$ cat src/rtl/spi_pkg.sv
// spi_pkg
// Shared definitions for the SPI register bridge:
//   - state_e  : bridge FSM states (every frame starts in ST_CMD)
//   - command byte layout: bit 7 selects read/write, bits 6:4 must be zero,
//     bits 3:0 are the start address
//   - register map sizes: NUM_RW read/write registers followed by
//     NUM_REGS-NUM_RW read-only status registers
package spi_pkg;

    typedef enum logic [1:0] {
        ST_CMD   = 2'd0,
        ST_WRITE = 2'd1,
        ST_READ  = 2'd2,
        ST_ERROR = 2'd3
    } state_e;

    localparam int CMD_RW_BIT   = 7;
    localparam int CMD_ILL_MSB  = 6;
    localparam int CMD_ILL_LSB  = 4;
    localparam int CMD_ADDR_MSB = 3;

    localparam int NUM_RW   = 12;
    localparam int NUM_REGS = 16;
    localparam int ADDR_W   = 4;
    localparam int NUM_RO   = NUM_REGS - NUM_RW;

    localparam logic [ADDR_W-1:0] LAST_RW = ADDR_W'(NUM_RW - 1);

    // A command is illegal when any of the reserved address bits are set.
    function automatic logic cmd_illegal(input logic [7:0] cmd);
        return cmd[CMD_ILL_MSB:CMD_ILL_LSB] != '0;
    endfunction

    function automatic logic cmd_is_read(input logic [7:0] cmd);
        return cmd[CMD_RW_BIT];
    endfunction

    function automatic logic [ADDR_W-1:0] cmd_addr(input logic [7:0] cmd);
        return cmd[CMD_ADDR_MSB:0];
    endfunction

endpackage

$ cat src/rtl/spi_regfile.sv
// spi_regfile
// NUM_RW read/write byte registers plus a read-only view of status_in.
//   clk_system, reset : clock, synchronous active-high reset (clears RW regs)
//   rd_addr/rd_data   : combinational read port over all NUM_REGS addresses
//   wr_en/wr_addr/wr_data : write port; writes above LAST_RW are ignored
//   status_in         : read-only registers NUM_RW.., byte k at [8k+7:8k]
//   regs_out          : flattened RW registers, reg n at [8n+7:8n]
module spi_regfile
    import spi_pkg::*;
(
    input  logic                  clk_system,
    input  logic                  reset,
    input  logic [ADDR_W-1:0]     rd_addr,
    output logic [7:0]            rd_data,
    input  logic                  wr_en,
    input  logic [ADDR_W-1:0]     wr_addr,
    input  logic [7:0]            wr_data,
    input  logic [8*NUM_RO-1:0]   status_in,
    output logic [8*NUM_RW-1:0]   regs_out
);

    logic [7:0] regs_q [NUM_RW];
    logic [7:0] regs_d [NUM_RW];

    always_comb begin
        regs_d = regs_q;
        if (wr_en && (wr_addr <= LAST_RW)) begin
            regs_d[wr_addr] = wr_data;
        end
    end

    always_ff @(posedge clk_system) begin
        if (reset) begin
            for (int i = 0; i < NUM_RW; i++) begin
                regs_q[i] <= '0;
            end
        end else begin
            regs_q <= regs_d;
        end
    end

    // The RO block starts at address 12 (4'b1100), so the low two address
    // bits directly select the status byte.
    always_comb begin
        if (rd_addr <= LAST_RW) begin
            rd_data = regs_q[rd_addr];
        end else begin
            rd_data = status_in[{rd_addr[1:0], 3'b000} +: 8];
        end
    end

    for (genvar g = 0; g < NUM_RW; g++) begin : g_regs_out
        assign regs_out[8*g +: 8] = regs_q[g];
    end

endmodule

$ cat src/rtl/spi_reg_bridge.sv
// spi_reg_bridge
// Turns the byte stream of an SPI slave into register reads and writes.
// The first byte of a frame is a command (bit 7 read, bits 3:0 address);
// following bytes either write successive registers or clock out successive
// register values. The pointer wraps 15 -> 0.
//   clk_system, reset : sole clock, synchronous active-high reset
//   rx_data/rx_valid  : received byte and its one-cycle valid pulse
//   cs_n              : synchronised slave select (high = frame end)
//   tx_data/tx_latch  : response byte and its one-cycle load strobe
//   regs_out          : RW registers 0..11
//   status_in         : RO registers 12..15
//   wr_strobe/wr_addr : one pulse per committed write
//   err_count         : saturating illegal-command counter
module spi_reg_bridge
    import spi_pkg::*;
#(
    parameter logic [7:0] RESP_IDLE = 8'hA5,
    parameter logic [7:0] RESP_ERR  = 8'hEE
) (
    input  logic                clk_system,
    input  logic                reset,
    input  logic [7:0]          rx_data,
    input  logic                rx_valid,
    input  logic                cs_n,
    output logic [7:0]          tx_data,
    output logic                tx_latch,
    output logic [8*NUM_RW-1:0] regs_out,
    input  logic [8*NUM_RO-1:0] status_in,
    output logic                wr_strobe,
    output logic [ADDR_W-1:0]   wr_addr,
    output logic [7:0]          err_count
);

    state_e            state_q, state_d;
    logic [ADDR_W-1:0] ptr_q, ptr_d;
    logic [7:0]        tx_data_q, tx_data_d;
    logic              tx_latch_q, tx_latch_d;
    logic              wr_strobe_q, wr_strobe_d;
    logic [ADDR_W-1:0] wr_addr_q, wr_addr_d;
    logic [7:0]        err_q, err_d;
    logic              cs_prev_q, cs_prev_d;
    logic              idle_pend_q, idle_pend_d;

    logic [ADDR_W-1:0] rf_rd_addr;
    logic [7:0]        rf_rd_data;
    logic              rf_wr_en;
    logic              rx_latch;
    logic              frame_end;

    // A read command addresses the register file directly; inside a read
    // burst the pointer does.
    assign rf_rd_addr = (state_q == ST_CMD) ? cmd_addr(rx_data) : ptr_q;

    // cs_prev_q resets low so that a slave select already high when reset
    // releases still produces one idle-byte load.
    assign frame_end = cs_n && !cs_prev_q;

    spi_regfile u_regfile (
        .clk_system (clk_system),
        .reset      (reset),
        .rd_addr    (rf_rd_addr),
        .rd_data    (rf_rd_data),
        .wr_en      (rf_wr_en),
        .wr_addr    (ptr_q),
        .wr_data    (rx_data),
        .status_in  (status_in),
        .regs_out   (regs_out)
    );

    // Next-state and response logic. A byte arriving together with cs_n
    // high is still handled in the current state; the frame-end idle load
    // then yields to any byte-driven load and is deferred by one cycle.
    always_comb begin
        state_d     = state_q;
        ptr_d       = ptr_q;
        tx_data_d   = tx_data_q;
        tx_latch_d  = 1'b0;
        wr_strobe_d = 1'b0;
        wr_addr_d   = wr_addr_q;
        err_d       = err_q;
        idle_pend_d = idle_pend_q;
        cs_prev_d   = cs_n;
        rf_wr_en    = 1'b0;
        rx_latch    = 1'b0;

        if (rx_valid) begin
            case (state_q)
                ST_CMD: begin
                    if (cmd_illegal(rx_data)) begin
                        tx_data_d = RESP_ERR;
                        rx_latch  = 1'b1;
                        if (err_q != 8'hFF) begin
                            err_d = err_q + 8'd1;
                        end
                        state_d = ST_ERROR;
                    end else if (cmd_is_read(rx_data)) begin
                        tx_data_d = rf_rd_data;
                        rx_latch  = 1'b1;
                        ptr_d     = cmd_addr(rx_data) + 1'b1;
                        state_d   = ST_READ;
                    end else begin
                        ptr_d   = cmd_addr(rx_data);
                        state_d = ST_WRITE;
                    end
                end
                ST_WRITE: begin
                    if (ptr_q <= LAST_RW) begin
                        rf_wr_en    = 1'b1;
                        wr_strobe_d = 1'b1;
                        wr_addr_d   = ptr_q;
                    end
                    ptr_d = ptr_q + 1'b1;
                end
                ST_READ: begin
                    tx_data_d = rf_rd_data;
                    rx_latch  = 1'b1;
                    ptr_d     = ptr_q + 1'b1;
                end
                default: begin
                end
            endcase
        end

        if (rx_latch) begin
            tx_latch_d = 1'b1;
            if (frame_end) begin
                idle_pend_d = 1'b1;
            end
        end else if (frame_end || idle_pend_q) begin
            tx_data_d   = RESP_IDLE;
            tx_latch_d  = 1'b1;
            idle_pend_d = 1'b0;
        end

        if (cs_n) begin
            state_d = ST_CMD;
        end
    end

    always_ff @(posedge clk_system) begin
        if (reset) begin
            state_q     <= ST_CMD;
            ptr_q       <= '0;
            tx_data_q   <= RESP_IDLE;
            tx_latch_q  <= 1'b0;
            wr_strobe_q <= 1'b0;
            wr_addr_q   <= '0;
            err_q       <= '0;
            cs_prev_q   <= 1'b0;
            idle_pend_q <= 1'b0;
        end else begin
            state_q     <= state_d;
            ptr_q       <= ptr_d;
            tx_data_q   <= tx_data_d;
            tx_latch_q  <= tx_latch_d;
            wr_strobe_q <= wr_strobe_d;
            wr_addr_q   <= wr_addr_d;
            err_q       <= err_d;
            cs_prev_q   <= cs_prev_d;
            idle_pend_q <= idle_pend_d;
        end
    end

    assign tx_data   = tx_data_q;
    assign tx_latch  = tx_latch_q;
    assign wr_strobe = wr_strobe_q;
    assign wr_addr   = wr_addr_q;
    assign err_count = err_q;

endmodule

$ cat config.mk
export PLATFORM = sky130hd
export DESIGN_NAME = spi_reg_bridge
export DESIGN_NICKNAME = d
export VERILOG_FILES = /design/src/rtl/spi_pkg.sv /design/src/rtl/spi_regfile.sv /design/src/rtl/spi_reg_bridge.sv
export SDC_FILE = /design/constraint.sdc
export NUM_CORES = 1
export LEC_CHECK = 0
export CELL_PAD_IN_SITES_DETAIL_PLACEMENT = 1
export CELL_PAD_IN_SITES_GLOBAL_PLACEMENT = 1
export CORE_UTILIZATION = 36
export DETAILED_ROUTE_END_ITERATION = 6
export GPL_ROUTABILITY_DRIVEN = 0
export HOLD_SLACK_MARGIN = 0.06
export PLACE_DENSITY = 0.88
export SLEW_MARGIN = 20
export SYNTH_ARGS = -nofsm -noshare
export SYNTH_HDL_FRONTEND = slang
export SYNTH_SLANG_ARGS = --single-unit
export TNS_END_PERCENT = 30
$ cat constraint.sdc
create_clock -name clk_system -period 2.45 [get_ports clk_system]
set_input_delay 0.6125 -clock clk_system [delete_from_list [all_inputs] [get_ports clk_system]]
set_output_delay 0.6125 -clock clk_system [all_outputs]
set_load 0.02 [all_outputs]
==> summary.txt <==
Clock network
  • CTS Root Buffer Type: clkbuf_16
  • Clk_lat worst skew: 0.44 ns
  • CTS max path bufs: 2
  • Sink Count: around 130
  • Clk slew on worst S/H paths: around 0.06 ns
  • CTS Buf Count: 17
  • CTS tree: done
  • H-tree depth: 4

Worst setup path
  • CP required: 2.75 ns
  • R2r startpoint: state_q[0]
  • Arr. time, crit path: around 2.7 ns
  • CP max stage cell: a222oi_1
  • Critical path class: flop to flop
  • Startpoint types: flop
  • Buf+Inv Stages, Crit Path: 1
  • CP top delay family: multiplexers
  • Cell Chain, Critical Path: inv_2 > ha_4 > mux2i_4 > mux2_2 > a222oi_1 > nor4b_2 > o22ai_1
  • R2R cell count: 7
  • Critical Path Max Stage Delay: around 0.47 ns
  • Crit path max fanout: 5
  • CP endpoint kind: flop
  • Worst path depth: 7
  • Crit. Startpoint: state_q[0]

Final layout
  • P&R area growth vs syn: 46.2%
  • Net count, final: 1076
  • ANT cells: 0
  • Utilization after layout: roughly 54%
  • Share of cells above drive strength 1: between 10% and 20%
  • Non-Filler Instances: 1259

Power and ir drop
  • Sw Ratio: between 20% and 30%
  • Cell internal pwr: about 3800 µW
  • P_sw: around 1500 µW
  • Gate power share: approximately 16%
  • Power per cell area: 565 mW/mm²
  • VDD IR max: around 0.58 mV
  • Clock Power Share: between 40 and 50%
  • Reg power frac: between 30% and 40%
  • Total power: about 5300 µW
  • Total leakage power: between 0.003 and 0.004 µW

Logic synthesis
  • Yosys reg bits: ~130
  • Syn_area_per_cell: slightly below 8 µm²
  • Post-synth top cells: 162 x nand2_1, 126 x dfxtp_1, 123 x a21oi_1
  • Synth Flop Type: dfxtp_1
  • Most area-hungry cell type in the Yosys netlist: dfxtp_1
  • Synth warn: 0
  • Async SR Flop Fraction: 0%
  • EDFF count, synth: 0
  • Post-synth cell types: between 50 and 60
  • Count leader, synth: nand2_1
  • Yosys top cell area share: between 30 and 40%
  • Mapped Cells: ~800
  • Register area share after synthesis: 39.4%
  • Synth area leaders: dfxtp_1 39%, a21oi_1 9.6%, nand2_1 9.5%
  • Syn nets: 867
  • Cell area after synthesis: 0.00641 mm²

Worst hold path
  • Hold depth: 2
  • Min-delay src: tx_data[4]
  • Hold Crit Class: flop to flop

Route
  • DRT Pass-1 Iters: 6
  • Residual DRC: 0
  • Detail Route Antenna Nets: 0
  • Vias post-DR: 7957
  • Starting DRT DRC Count: approximately 860
  • Routed length per instance: roughly 25 µm
  • Routed WL: around 32000 µm
  • Vias/cell: 6.32

Timing
  • Setup tns final: 0 ns
  • Max Freq: between 400 and 500 MHz
  • Max Slew Vio Count: 0
  • Final setup margin: 0.0622 ns
  • Relative slew slack: 41.8%
  • Final Setup Violations: 0
  • Final hold violations: 0
  • RSZ-0062 raised after global routing: no
  • Final Cycle Share: a little over nine tenths
  • Worst slew pin tran: 0.873 ns
  • Layout Skew: approximately 0.015 ns
  • Tmin final: between 2 and 2.5 ns

GRT
  • Global-route wire length before repair: approximately 48000 µm
  • Largest net degree at the start of global routing: 81
  • GRT Total Usage: approximately a third
  • Total gr overflow: 0
  • Vias in the first global route: between 8k and 9k
  • Initial antenna violation count: 0

Placement
  • IO buf count: roughly 160
  • Placed cells: between 1k and 1.5k
  • Hpwl dp: between 20000 and 25000 µm
  • Place WS: -0.391 ns

Floorplanning
  • Die W: 135 µm
  • I/O pin count: about 160
  • CORE AREA: approximately 0.017 mm²
  • Initial Utilization: a little under two fifths
  • Die height: about 140 µm
  • Die area: 0.0183 mm²
  • Cell Rows: 48

Outcome
  • Status: finished, final reports clean

Job
  • Max-cap viol count: 0
==> sequential cells by signal (all words and copies together) (netlist names) <==
register and cells:
idle_pend_q 1, ptr_q 4, tx_data 8, state_q 2, wr_addr 4, cs_prev_q 1, wr_strobe 1, tx_latch 1
u_regfile.regs_out 96, err_count 8
==> repair_timing <==
action / 4_1_cts / 5_1_grt
hold buffers: 0 / 0
setup endpoints to repair: 5 / 8
gates resized for setup: 7 / 9
buffers inserted: 0 / 0
==> tightest hold or removal path: stages (launching register included) <==
cell	delay, ns
dfxtp_1	0.31
nand2_1	0.05
o22ai_1	0.07
==> placed cells by master (no fill, tap or decap), drive strengths merged, types with 10 or more instances in the layout <==
master and count:
buf 97, ha 10, o22ai 12, dfxtp 126
a21oi 123, mux2i 41, clkdlybuf4s50 159, nand2 162
nand3 107, nor2 21, clkbuf 21, nor3 12
o21ai 18, inv 13
==> area by class of cell <==
class / count / area [µm²]
fillers: 2059 / 7990
multi-input cells: 607 / 3620
well taps: 225 / 282
flip-flops and latches: 126 / 2520
clock inverters: 10 / 66.3
clock buffers: 21 / 470
inverters: 13 / 48.8
repair buffers: 257 / 2360
==> worst paths after layout <==
path                end  slack (ns)
max          tx_data[6]        0.06
min          tx_data[4]        0.48
max reg2reg  tx_data[6]        0.06
min reg2reg  tx_data[4]        0.48
==> kinds of logic after synthesis <==
logic type / count (synthesis) / synth area share, %
simple gates: 342 / 24.5
flops: 126 / 39.4
xor+xnor: 9 / 1.23
buf+inv: 80 / 5.19
compound gates: 190 / 16.9
fa+ha+maj: 10 / 1.95
mux: 56 / 10.8
==> power groups by stage <==
stage	registers (µW)	clock network, µW	logic (µW)
after global placement	2150	0	742
after global routing	2110	2470	869
after detailed placement	2150	0	764
after floorplan	2160	0	380
after CTS	2100	2360	794
final	2110	2360	834
==> per-layer routing <==
metal | vias up | wire length (µm) | GRT usage (%)
met5 | - | 0 | 0
met4 | 0 | 1820 | 21.2
met3 | 182 | 3900 | 11.0
met2 | 647 | 14500 | 55.4
met1 | 3811 | 11500 | 41.9
li1 | 3317 | - | -
==> stage by stage <==
stage               hold WS, ns  cell area, µm²
detailed placement        0.473            8770
global placement          0.464            8770
floorplan                 0.482            6410
CTS                       0.482            9330
global route              0.514            9370
finish                    0.481            9370
Note: power is estimated with default switching activity, not from simulation.
==> RTL edit 1 (same settings) <==
`CMD_ILL_LSB`: 4 -> 2.
--- a/src/rtl/spi_pkg.sv
+++ b/src/rtl/spi_pkg.sv
@@ -16,7 +16,7 @@
 
     localparam int CMD_RW_BIT   = 7;
     localparam int CMD_ILL_MSB  = 6;
-    localparam int CMD_ILL_LSB  = 4;
+    localparam int CMD_ILL_LSB  = 2;
     localparam int CMD_ADDR_MSB = 3;
 
     localparam int NUM_RW   = 12;
Function: changed (Yosys sat finds a counterexample within 4 cycles, from zero or initial values and one cycle with reset high).
==> RTL edit 1 against the unedited design <==
The flow now finishes with violations (negative setup slack); clock power rose by 18%; sequential cell count did not move; first-iteration DRC count rose by 4.1%; sequential share of layout area fell by 0.52 points; fmax fell by 2.8%; critical endpoint is now tx_data[5]; via count fell by 4.5%; die area rose by 0.34%; synthesized area rose by 0.35%; final area rose by 2.1%; utilization rose by 1.1 points; power rose by 8.4%; wire length fell by 1.7%; setup slack got worse by 0.068 ns.
==> RTL edit 1: results (changes against the unedited design) <==
post-synthesis sequential area ratio=0.3922 (was 0.3936); post-place setup slack=-0.5284 ns (was -0.3906 ns); Via Count=7597 (was 7957); Synth async-reset ratio=0 (unchanged); Worst Path Max Fanout=6 (was 5); flip-flop count of the largest register after layout=96 (unchanged); Slowest-stage cell, CP=mux4_2 (was a222oi_1); largest net degree at the start of global routing=61 (was 81); outcome=finished, violations left (was completed); number of global-route vias before repair=7857 (was 8145); cells after synthesis=768 (was 813); Detail Placement HPWL=20120 microns (was 21470 microns); LEAKAGE=3.392 nW (was 3.281 nW); Inst Count DP=1178 (was 1228); top_reg_cell synth=dfxtp_1 (unchanged); Placed Instance Area=8721 sq um (was 8767 sq um); clk_skew=0.01077 ns (was 0.01516 ns); Setup WS post-layout=-0.005477 ns (was 0.06221 ns); Synth Warn #=0 (unchanged); crit-path max cell delay=0.36 ns (was 0.47 ns); Commonest cells post-synth=130 x nand2_1, 126 x dfxtp_1, 117 x a21oi_1 (was 162 x nand2_1, 126 x dfxtp_1, 123 x a21oi_1); Synth cell types=64 (was 59); WL/cell=25.50 microns (was 25.15 microns); n_diodes=0 (unchanged); syn nets=822 (was 867); Initial DRC Count=896 (was 861); Setup TNS=-0.006431 ns (was 0 ns); final net count=1036 (was 1076); failing checks=negative setup slack; Total Routing Usage GR=0.3354 (was 0.3518); worst vdd ir=0.0005064 V (was 0.0005817 V); Slew @ Worst Pin=0.6656 ns (was 0.8726 ns); ranking of synthesized cells by area=dfxtp_1 39%, a21oi_1 9.1%, nand3_1 7.7%, nand2_1 7.6%, mux4_2 6.0% (was dfxtp_1 39%, a21oi_1 9.6%, nand2_1 9.5%, nand3_1 8.4%, mux2i_1 6.1%); WP data arrival=2.74 ns (was 2.69 ns); first-pass GRT wire length=45930 microns (was 47680 microns); CTS max path bufs=2 (unchanged); share of layout cells above drive strength 1=0.1809 (was 0.1538); sw power=1.519 mW (was 1.507 mW); Clock H-tree levels=4 (unchanged); Setup-failing EPs final=2 (was 0); drt via density=6.227 (was 6.320); Min-Delay Path Class=in -> reg (was reg -> reg)
## RTL edit 1: timing repair
item	CTS	global route
setup buffers	3	5
gates resized for setup	15	13
pin swaps	0	1
hold endpoints to repair	0	0
hold buffers	0	0
gates cloned	1	1
setup endpoints to repair	5	10
## RTL edit 1: metal layers
metal,wire length [microns],global-route usage,part of all wire,up-vias
li1,-,-,-,3182
met1,11880,0.4059,0.38,3709
met2,14370,0.5349,0.46,556
met3,3182,0.08043,0.10,150
met4,1673,0.2079,0.054,0
met5,0,0,0,-
## RTL edit 1: power by group through the flow
stage / clock network [mW] / logic [mW] / registers, mW
after CTS: 2.80 / 0.782 / 2.10
after floorplan: 0 / 0.386 / 2.16
after global routing: 2.88 / 0.883 / 2.10
after detailed placement: 0 / 0.736 / 2.14
after global placement: 0 / 0.716 / 2.14
final: 2.79 / 0.850 / 2.10
## RTL edit 1: layout make-up
cell class | count | area, sq um
clock buffers | 20 | 456.7
fillers | 1989 | 7794
well taps | 225 | 281.5
multi-input cells | 565 | 3632
repair buffers | 260 | 2439
flip-flops and latches | 126 | 2525
inverters | 12 | 45.04
clock inverters | 12 | 183.9
## RTL edit 1: critical path, delay by kind of cell, from the launching register on
family	cells	cell delay [ns]
buffers and inverters	4	0.54
muxes	2	0.68
AOI/OAI and AO/OA	1	0.26
and+or+nand+nor	2	0.27
adders and majority gates	1	0.20
DFF	1	0.34
## RTL edit 1: path summary, 6_finish.rpt
| check | to | slack, ns | startpoint | depth (start not counted) |
|---|---|---|---|---|
| min | tx_latch | 0.44 | reset | 2 |
| max | tx_data[5] | -0.005 | state_q[1] | 10 |
| min reg2reg | u_regfile.regs_out[4] | 0.48 | u_regfile.regs_out[4] | 2 |
| max reg2reg | tx_data[5] | -0.005 | state_q[1] | 10 |
## RTL edit 1: cells by family (layout without fill, tap and decap cells)
kind of cell,Yosys count,count (layout),synth area share
muxes,59,60,0.1325
buffers and inverters,78,304,0.05856
adders and majority gates,10,10,0.01946
and+or+nand+nor,301,301,0.2163
AOI/OAI and AO/OA,184,184,0.1673
xor gates and xnor gates,10,10,0.01362
DFF,126,126,0.3922
==> RTL edit 2 (config.mk and constraints unchanged) <==
Without the edit above. Take the reset off `wr_addr_q` and load it in a clocked block of its own.
--- a/src/rtl/spi_reg_bridge.sv
+++ b/src/rtl/spi_reg_bridge.sv
@@ -144,7 +144,6 @@
             tx_data_q   <= RESP_IDLE;
             tx_latch_q  <= 1'b0;
             wr_strobe_q <= 1'b0;
-            wr_addr_q   <= '0;
             err_q       <= '0;
             cs_prev_q   <= 1'b0;
             idle_pend_q <= 1'b0;
@@ -154,11 +153,14 @@
             tx_data_q   <= tx_data_d;
             tx_latch_q  <= tx_latch_d;
             wr_strobe_q <= wr_strobe_d;
-            wr_addr_q   <= wr_addr_d;
             err_q       <= err_d;
             cs_prev_q   <= cs_prev_d;
             idle_pend_q <= idle_pend_d;
         end
+    end
+
+    always_ff @(posedge clk_system) begin
+        wr_addr_q <= wr_addr_d;
     end
 
     assign tx_data   = tx_data_q;
Function: differs if reset is asserted again (counterexample within 4 cycles, from zero or initial values and one cycle with reset high); with reset held inactive, the same outputs for 4 cycles.
==> RTL edit 2 against the unedited design <==
The flow now finishes with violations (negative setup slack); first-iteration DRC count up 54%; sequential cell count did not move; sequential share of layout area fell by 1.1 points; synthesized area is essentially flat; clock power increased by 14%; setup slack lost 0.37 ns; final area rose by 6.1%; utilization is 3.3 points higher; power grew 10%; wire length is 26% higher; sequential power about the same; critical path type unchanged; highest routed layer unchanged.
==> RTL edit 2: results (changes against the unedited design) <==
failing checks=negative setup slack; adder and majority gate portion of the synthesized area=0.01954 (was 0.01952); Synth cell types=54 (was 59); mux share of post-synthesis cell area=0.1582 (was 0.1078); Hold Path Sink=u_regfile.regs_out[69] (was tx_data[4]); Post-Synth XOR/XNOR Area=0.01231 (was 0.01230); drt via density=6.784 (was 6.320); Setup TNS=-1.454 ns (was 0 ns); combinational power=1.05 mW (was 0.834 mW); worst vdd ir=0.0006052 V (was 0.0005817 V); number of antenna violations at the first check in global routing=1 (was 0); Post-Synthesis Cell Area=6405 sq um (was 6409 sq um); syn nets=804 (was 867); Fill cells=1944 (was 2059); Syn Area/Cell=8.540 sq um (was 7.883 sq um); Hold Startpoint=u_regfile.regs_out[69] (was tx_data[4]); Inst Count DP=1162 (was 1228); ranking of synthesized cells by area=dfxtp_1 38%, a21oi_1 9.1%, mux4_2 8.8%, nand3_1 8.1%, nand2_1 7.9% (was dfxtp_1 39%, a21oi_1 9.6%, nand2_1 9.5%, nand3_1 8.4%, mux2i_1 6.1%); outcome=finished, violations left (was completed); setup bufs post-CTS=7 (was 0); reg2reg path depth=10 (was 7); Synth Area in Compound Gates=0.1569 (was 0.1695); EDFF count, synth=4 (was 0); post-place setup slack=-0.4492 ns (was -0.3906 ns); Commonest cells post-synth=134 x nand2_1, 122 x dfxtp_1, 116 x a21oi_1 (was 162 x nand2_1, 126 x dfxtp_1, 123 x a21oi_1); Slowest-stage cell, CP=mux2i_2 (was a222oi_1); WL/cell=32.64 microns (was 25.15 microns); LEAKAGE=3.564 nW (was 3.281 nW); Power, Total=5.847 mW (was 5.297 mW); post-CTS sizing=15 (was 7); Internal Power=4.110 mW (was 3.790 mW); worst setup path endpoint=tx_data[2] (was tx_data[6]); Pre-antenna DRT Iters=7 (was 6); worst-skew pair later-pin latency=0.46 ns (was 0.44 ns); crit-path max cell delay=0.44 ns (was 0.47 ns); Setup-failing EPs final=14 (was 0); Initial DRC Count=1328 (was 861); Setup WS post-layout=-0.3089 ns (was 0.06221 ns); Total Routing Usage GR=0.3741 (was 0.3518); Rel. slew slack=0.5063 (was 0.4183); Placed Instance Area=8791 sq um (was 8767 sq um); first-pass GRT wire length=49550 microns (was 47680 microns); reg2reg start=state_q[1] (was state_q[0]); Worst Path Max Fanout=7 (was 5); share of layout cells above drive strength 1=0.2163 (was 0.1538); final net count=1035 (was 1076); Via Count=8277 (was 7957); number of global-route vias before repair=7976 (was 8145); Detail Placement HPWL=20610 microns (was 21470 microns)
[RTL edit 2: cell types whose count changed after synthesis, sizes merged, moves of 7 or more]
cell	unedited run	this run
mux4	7	30
mux2i	41	28
nand2	162	134
a21oi	123	116
a211oi	1	9
[RTL edit 2: routing by layer]
layer  share of wire  routed length (microns)  track usage
met1            0.35                    14090       0.4290
met2            0.44                    17520       0.5906
met3            0.12                     4972       0.1048
met4           0.081                     3233       0.2878
met5               0                        0            0
[RTL edit 2: layout make-up]
cell class                 instances  area [sq um]  area share
multi-input combinational        546          3764      0.3787
inverter                          14         60.06    0.006044
antenna                            1         2.502   0.0002518
tap                              225         281.5     0.02833
sequential                       126          2567      0.2584
clock buffer                      20         456.7     0.04596
timing repair buffer             276          2669      0.2686
clock inverter                    12         136.4     0.01372
[RTL edit 2: kinds of logic after synthesis]
family | count (synthesis)
AOI/OAI and AO/OA | 178
xor gates and xnor gates | 9
adders and majority gates | 10
buffers and inverters | 78
DFF | 126
muxes | 60
and+or+nand+nor | 289
